**config.mk**
```make
export PLATFORM = sky130hd
export DESIGN_NAME = execute_operand_select_flat
export DESIGN_NICKNAME = d
export VERILOG_FILES = /design/src/rtl/execute_operand_select_if.sv /design/src/rtl/execute_operand_select.sv /design/src/flat_wrapper.sv
export SDC_FILE = /design/constraint.sdc
export NUM_CORES = 1
export LEC_CHECK = 0
export BUFFER_PORTS_ARGS = -buffer_cell sky130_fd_sc_hd__buf_2
export CAP_MARGIN = 20
export CORE_AREA = 3 3 128 130
export DETAILED_ROUTE_END_ITERATION = 12
export DIE_AREA = 0 0 131 133
export PLACE_DENSITY = 0.61
export SYNTH_ARGS = -nofsm -noshare
export SYNTH_HDL_FRONTEND = slang
export SYNTH_SLANG_ARGS = --single-unit
```
**constraint.sdc**
```tcl
create_clock -name clk -period 1.65 [get_ports clk]
set_input_delay 0.33 -clock clk [delete_from_list [all_inputs] [get_ports clk]]
set_output_delay 0.33 -clock clk [all_outputs]
set_load 0.02 [all_outputs]
```
**src/rtl/execute_operand_select_if.sv**
```systemverilog
// Operand-select bus for the Y86-64 execute stage.
// The master drives the decoded instruction fields and register/immediate
// values; the slave returns the registered ALU operands and function code.
interface execute_operand_select_if #(
  parameter int WIDTH = 64
);
  logic [3:0]       icode;
  logic [3:0]       ifun;
  logic [WIDTH-1:0] valA;
  logic [WIDTH-1:0] valB;
  logic [WIDTH-1:0] valC;
  logic [WIDTH-1:0] aluA;
  logic [WIDTH-1:0] aluB;
  logic [1:0]       alufun;

  modport master (
    output icode,
    output ifun,
    output valA,
    output valB,
    output valC,
    input  aluA,
    input  aluB,
    input  alufun
  );

  modport slave (
    input  icode,
    input  ifun,
    input  valA,
    input  valB,
    input  valC,
    output aluA,
    output aluB,
    output alufun
  );
endinterface

```
**src/rtl/execute_operand_select.sv**
```systemverilog
// Execute-stage operand and function selector for the sequential Y86-64 core.
// Picks the two ALU operands and the ALU function from icode/ifun and the
// decode-stage values, and registers all three so the ALU sees stable inputs
// for a full cycle. Pure selection: no arithmetic, no sign-extension of valC.
module execute_operand_select #(
  parameter int WIDTH = 64
) (
  input  logic                     clk,
  input  logic                     reset,
  execute_operand_select_if.slave  bus
);

  // Instruction codes that influence selection.
  localparam logic [3:0] I_HALT   = 4'h0;
  localparam logic [3:0] I_NOP    = 4'h1;
  localparam logic [3:0] I_RRMOVQ = 4'h2;
  localparam logic [3:0] I_IRMOVQ = 4'h3;
  localparam logic [3:0] I_RMMOVQ = 4'h4;
  localparam logic [3:0] I_MRMOVQ = 4'h5;
  localparam logic [3:0] I_OPQ    = 4'h6;
  localparam logic [3:0] I_JXX    = 4'h7;
  localparam logic [3:0] I_CALL   = 4'h8;
  localparam logic [3:0] I_RET    = 4'h9;
  localparam logic [3:0] I_PUSHQ  = 4'hA;
  localparam logic [3:0] I_POPQ   = 4'hB;

  // ALU function encodings.
  localparam logic [1:0] ALU_ADD = 2'b00;

  // Stack-pointer step constants, full-width two's complement.
  localparam logic [WIDTH-1:0] POS8 = WIDTH'(8);
  localparam logic [WIDTH-1:0] NEG8 = ~POS8 + WIDTH'(1);
  localparam logic [WIDTH-1:0] ZERO = '0;

  // aluA: register A for moves/OPq, immediate for irmovq and memory
  // displacement, -8/+8 for stack pointer adjust, zero otherwise.
  function automatic logic [WIDTH-1:0] sel_alu_a(
    input logic [3:0]       icode,
    input logic [WIDTH-1:0] val_a,
    input logic [WIDTH-1:0] val_c
  );
    logic [WIDTH-1:0] r;
    case (icode)
      I_RRMOVQ, I_OPQ:           r = val_a;
      I_IRMOVQ, I_RMMOVQ,
      I_MRMOVQ:                  r = val_c;
      I_CALL, I_PUSHQ:           r = NEG8;
      I_RET, I_POPQ:             r = POS8;
      default:                   r = ZERO;
    endcase
    return r;
  endfunction

  // aluB: register B (base address or %rsp) wherever it participates;
  // moves use zero so that valE equals aluA.
  function automatic logic [WIDTH-1:0] sel_alu_b(
    input logic [3:0]       icode,
    input logic [WIDTH-1:0] val_b
  );
    logic [WIDTH-1:0] r;
    case (icode)
      I_RMMOVQ, I_MRMOVQ, I_OPQ,
      I_CALL, I_RET, I_PUSHQ,
      I_POPQ:                    r = val_b;
      I_RRMOVQ, I_IRMOVQ:        r = ZERO;
      default:                   r = ZERO;
    endcase
    return r;
  endfunction

  // alufun: only OPq with a defined ifun selects a non-add operation;
  // address and stack arithmetic always adds.
  function automatic logic [1:0] sel_alu_fun(
    input logic [3:0] icode,
    input logic [3:0] ifun
  );
    logic [1:0] r;
    if ((icode == I_OPQ) && (ifun[3:2] == 2'b00)) begin
      r = ifun[1:0];
    end else begin
      r = ALU_ADD;
    end
    return r;
  endfunction

  logic [WIDTH-1:0] aluA_d, aluA_q;
  logic [WIDTH-1:0] aluB_d, aluB_q;
  logic [1:0]       alufun_d, alufun_q;

  // Next-value selection from the current inputs.
  always_comb begin
    aluA_d   = sel_alu_a(bus.icode, bus.valA, bus.valC);
    aluB_d   = sel_alu_b(bus.icode, bus.valB);
    alufun_d = sel_alu_fun(bus.icode, bus.ifun);
  end

  // Single output register stage; reset overrides the sampled operands.
  always_ff @(posedge clk) begin
    if (reset) begin
      aluA_q   <= ZERO;
      aluB_q   <= ZERO;
      alufun_q <= ALU_ADD;
    end else begin
      aluA_q   <= aluA_d;
      aluB_q   <= aluB_d;
      alufun_q <= alufun_d;
    end
  end

  assign bus.aluA   = aluA_q;
  assign bus.aluB   = aluB_q;
  assign bus.alufun = alufun_q;

  // Codes that deliberately fall through to the zero/add defaults.
  logic unused_codes;
  assign unused_codes = ^{I_HALT, I_NOP, I_JXX};

endmodule

```
**src/flat_wrapper.sv**
```systemverilog
// flat-port wrapper written by rule: the top's interface ports become plain ports
module execute_operand_select_flat 
#(
  parameter int WIDTH = 64
)
  (clk, reset, bus_icode, bus_ifun, bus_valA, bus_valB, bus_valC, bus_aluA, bus_aluB, bus_alufun);
  execute_operand_select_if #(.WIDTH(WIDTH)) bus_i ();
  input  logic clk;
  input  logic reset;
  input wire logic [$bits(bus_i.icode)-1:0] bus_icode;
  input wire logic [$bits(bus_i.ifun)-1:0] bus_ifun;
  input wire logic [$bits(bus_i.valA)-1:0] bus_valA;
  input wire logic [$bits(bus_i.valB)-1:0] bus_valB;
  input wire logic [$bits(bus_i.valC)-1:0] bus_valC;
  output wire logic [$bits(bus_i.aluA)-1:0] bus_aluA;
  output wire logic [$bits(bus_i.aluB)-1:0] bus_aluB;
  output wire logic [$bits(bus_i.alufun)-1:0] bus_alufun;
  assign bus_i.icode = bus_icode;
  assign bus_i.ifun = bus_ifun;
  assign bus_i.valA = bus_valA;
  assign bus_i.valB = bus_valB;
  assign bus_i.valC = bus_valC;
  assign bus_aluA = bus_i.aluA;
  assign bus_aluB = bus_i.aluB;
  assign bus_alufun = bus_i.alufun;
  execute_operand_select #(.WIDTH(WIDTH)) u_core (.clk(clk), .reset(reset), .bus(bus_i));
endmodule
```
==> out/qor.txt <==
Routed Antenna Nets: 0
CP Launch Type: register
share of Yosys cell area claimed by the top area cell type: 55.2%
post-route insts no fill: 994
Setup-failing EPs final: 0
layout cell share with drive strength beyond 1: 54.3%
VDD IR max: 597 uV
Reg clk slew, reported paths: 60 ps
LEAKAGE: 3.27 nW
IO Pins: 332
Post-Syn Area: 0.00472 sq mm
Synth Area in Adders: 0%
Mean Syn Cell Area: 10.4 sq um
#FFs+latches synth: 130
Buffers & Inverters on Critical Path: 1
Placement Setup Slack: 130 ps
Final Util: 47.1%
Via-to-Cell Ratio: 4.51
fraction of the yosys area taken by sequential cells: 55.2%
Distinct cells, synth: 27
most common cell after layout, fill and taps aside: buf_2
placed cells: 961
XOR/XNOR Fraction of Synth Area: 0%
CTS tree: yes
CTS H-tree depth: 4
largest family of logic cells by synthesized area: compound AO/OA/AOI/OAI gates
first-pass GRT wire length: 23000 um
crit path max fanout: 1
max_slew headroom: 81.2%
slowest cell delay on critical path: 310 ps
Final WS setup: 424 ps
Vias: 4480
RSZ-0062 raised after global routing: false
Max Clock Freq: 816 MHz
Setup TNS: 0 ps
period utilization: 74.3%
area of the core: 0.0153 sq mm
critical path's top delay family: flip-flops
CTS root buffer: clkbuf_16
compound-gate portion of the synthesized area: 20.2%
Syn-to-layout area delta: 52.4%
drt pass-1 iters: 4
largest net degree at the start of global routing: 48
final hold vios: 0
Hold Crit Class: input port to register
grt total ovfl: 0
initial core utilization: 30.9%
Hold Buf Count CTS: 0
commonest non-fill, non-tap cells in the layout: buf_2 (331), dfxtp_1 (130), nor3b_1 (65)
slowest CP cell: dfxtp_1
Syn Inst Count: 452
CTS max path bufs: 2
final net count: 971
simple-gate share of the synthesized area: 17.5%
Synth area leaders: dfxtp_1 (55%), nor3b_1 (10%), a31oi_1 (5.4%), a31oi_2 (5.3%), nand2_1 (5.0%)
WP data arrival: 900 ps
Max Cap Violations: 0
Critical Path, Cell by Cell: buf_2
clk sink count: 130
warning count from the yosys run: 0
Req. time, crit path: 1320 ps
DP Wirelength: 11400 um
post-synth net total: 654
Least-Margin Pin Slew: 282 ps
Iteration-0 DRC Markers: 127
critical path class: register to output port
Final Max Tran Viols: 0
pwr/cell area: 1130 mW/mm^2
number of gates resized after CTS: 0
DRC: 0
Detailed Route WL: 15600 um
post-synth top area cell: dfxtp_1
die area: 0.0174 sq mm
min Tclk post-route: 1230 ps
Overall Global Routing Usage: 16.9%
initial antenna violation count: 5
number of I/O port buffers: 331
cts bufs inserted: 17
status: completed
mux share of post-synthesis cell area: 0%
Die Span X: 131 um
vias in the first global route: 4404
Routed WL per cell: 15.7 um
Worst Setup End Kind: output port
height of the die: 133 um
Cell Rows: 45
GPL Wtd Cong: 0.803
setup repair bufs after CTS: 0
[sequential cells by signal, summed over array words and instances (netlist names)]
signal	flops
u_core.bus.aluA	64
u_core.bus.aluB	64
u_core.bus.alufun	2
[routing by layer]
metal / routed length, um / part of all wire [%] / vias to the layer above / global-route usage [%]
met5: 66 / 0.42 / - / 0
met4: 236 / 1.5 / 8 / 5.14
met3: 1940 / 12 / 21 / 9.45
met2: 7500 / 48 / 242 / 27.9
met1: 5820 / 37 / 1973 / 18.4
li1: - / - / 2236 / -
[power breakdown]
part,switching (mW),internal [mW]
sequential,0.0297,3.27
clock,1.48,2.33
combinational,0.565,0.436
total,2.07,6.04
[Yosys cell counts]
master and count:
o211ai_2 1, inv_1 2, nor3b_4 1, and4b_1 1, nor2_1 2, nor3b_2 1
a21oi_1 4, o21ai_1 40, o21ai_2 20, and4bb_1 1, nand2_1 63, a31oi_1 41
a21oi_2 2, and2b_1 1, and3b_1 1, nor3b_1 65, buf_4 9, buf_6 12
clkbuf_1 7, buf_1 1, o21ai_0 4, buf_2 19, nand2b_1 1, dfxtp_1 130
a31oi_2 20, or3_1 1, and2_1 2
[per-stage QoR]
stage | instance area [sq um] | hold WS [ps] | total power [mW]
global route | 7190 | 107 | 8.44
floorplan | 4720 | 452 | 3.92
finish | 7190 | 120 | 8.11
CTS | 7190 | 97.5 | 8.24
global placement | 6590 | 534 | 4.39
detailed placement | 6590 | 533 | 4.39
[kinds of logic after synthesis]
logic type | count (synthesis)
compound gates | 132
buf+inv | 50
flops | 130
simple gates | 140
[worst paths after layout]
kind,startpoint,endpoint,slack [ps],cells past startpoint
setup / recovery,u_core.bus.aluB[13]$_SDFF_PP0_,bus_aluB[13],420,1
hold / removal,bus_ifun[1],u_core.bus.alufun[1]$_SDFF_PP0_,120,2
[area by class of cell]
type / count / area (sq um)
sequential: 130 / 2600
multi-input combinational: 272 / 1800
clock buffer: 19 / 453
antenna: 1 / 2.50
timing repair buffer: 346 / 1910
fill: 1468 / 8070
inverter: 2 / 7.51
clock inverter: 13 / 149
tap: 211 / 264
(Power assumes the default switching activity.)
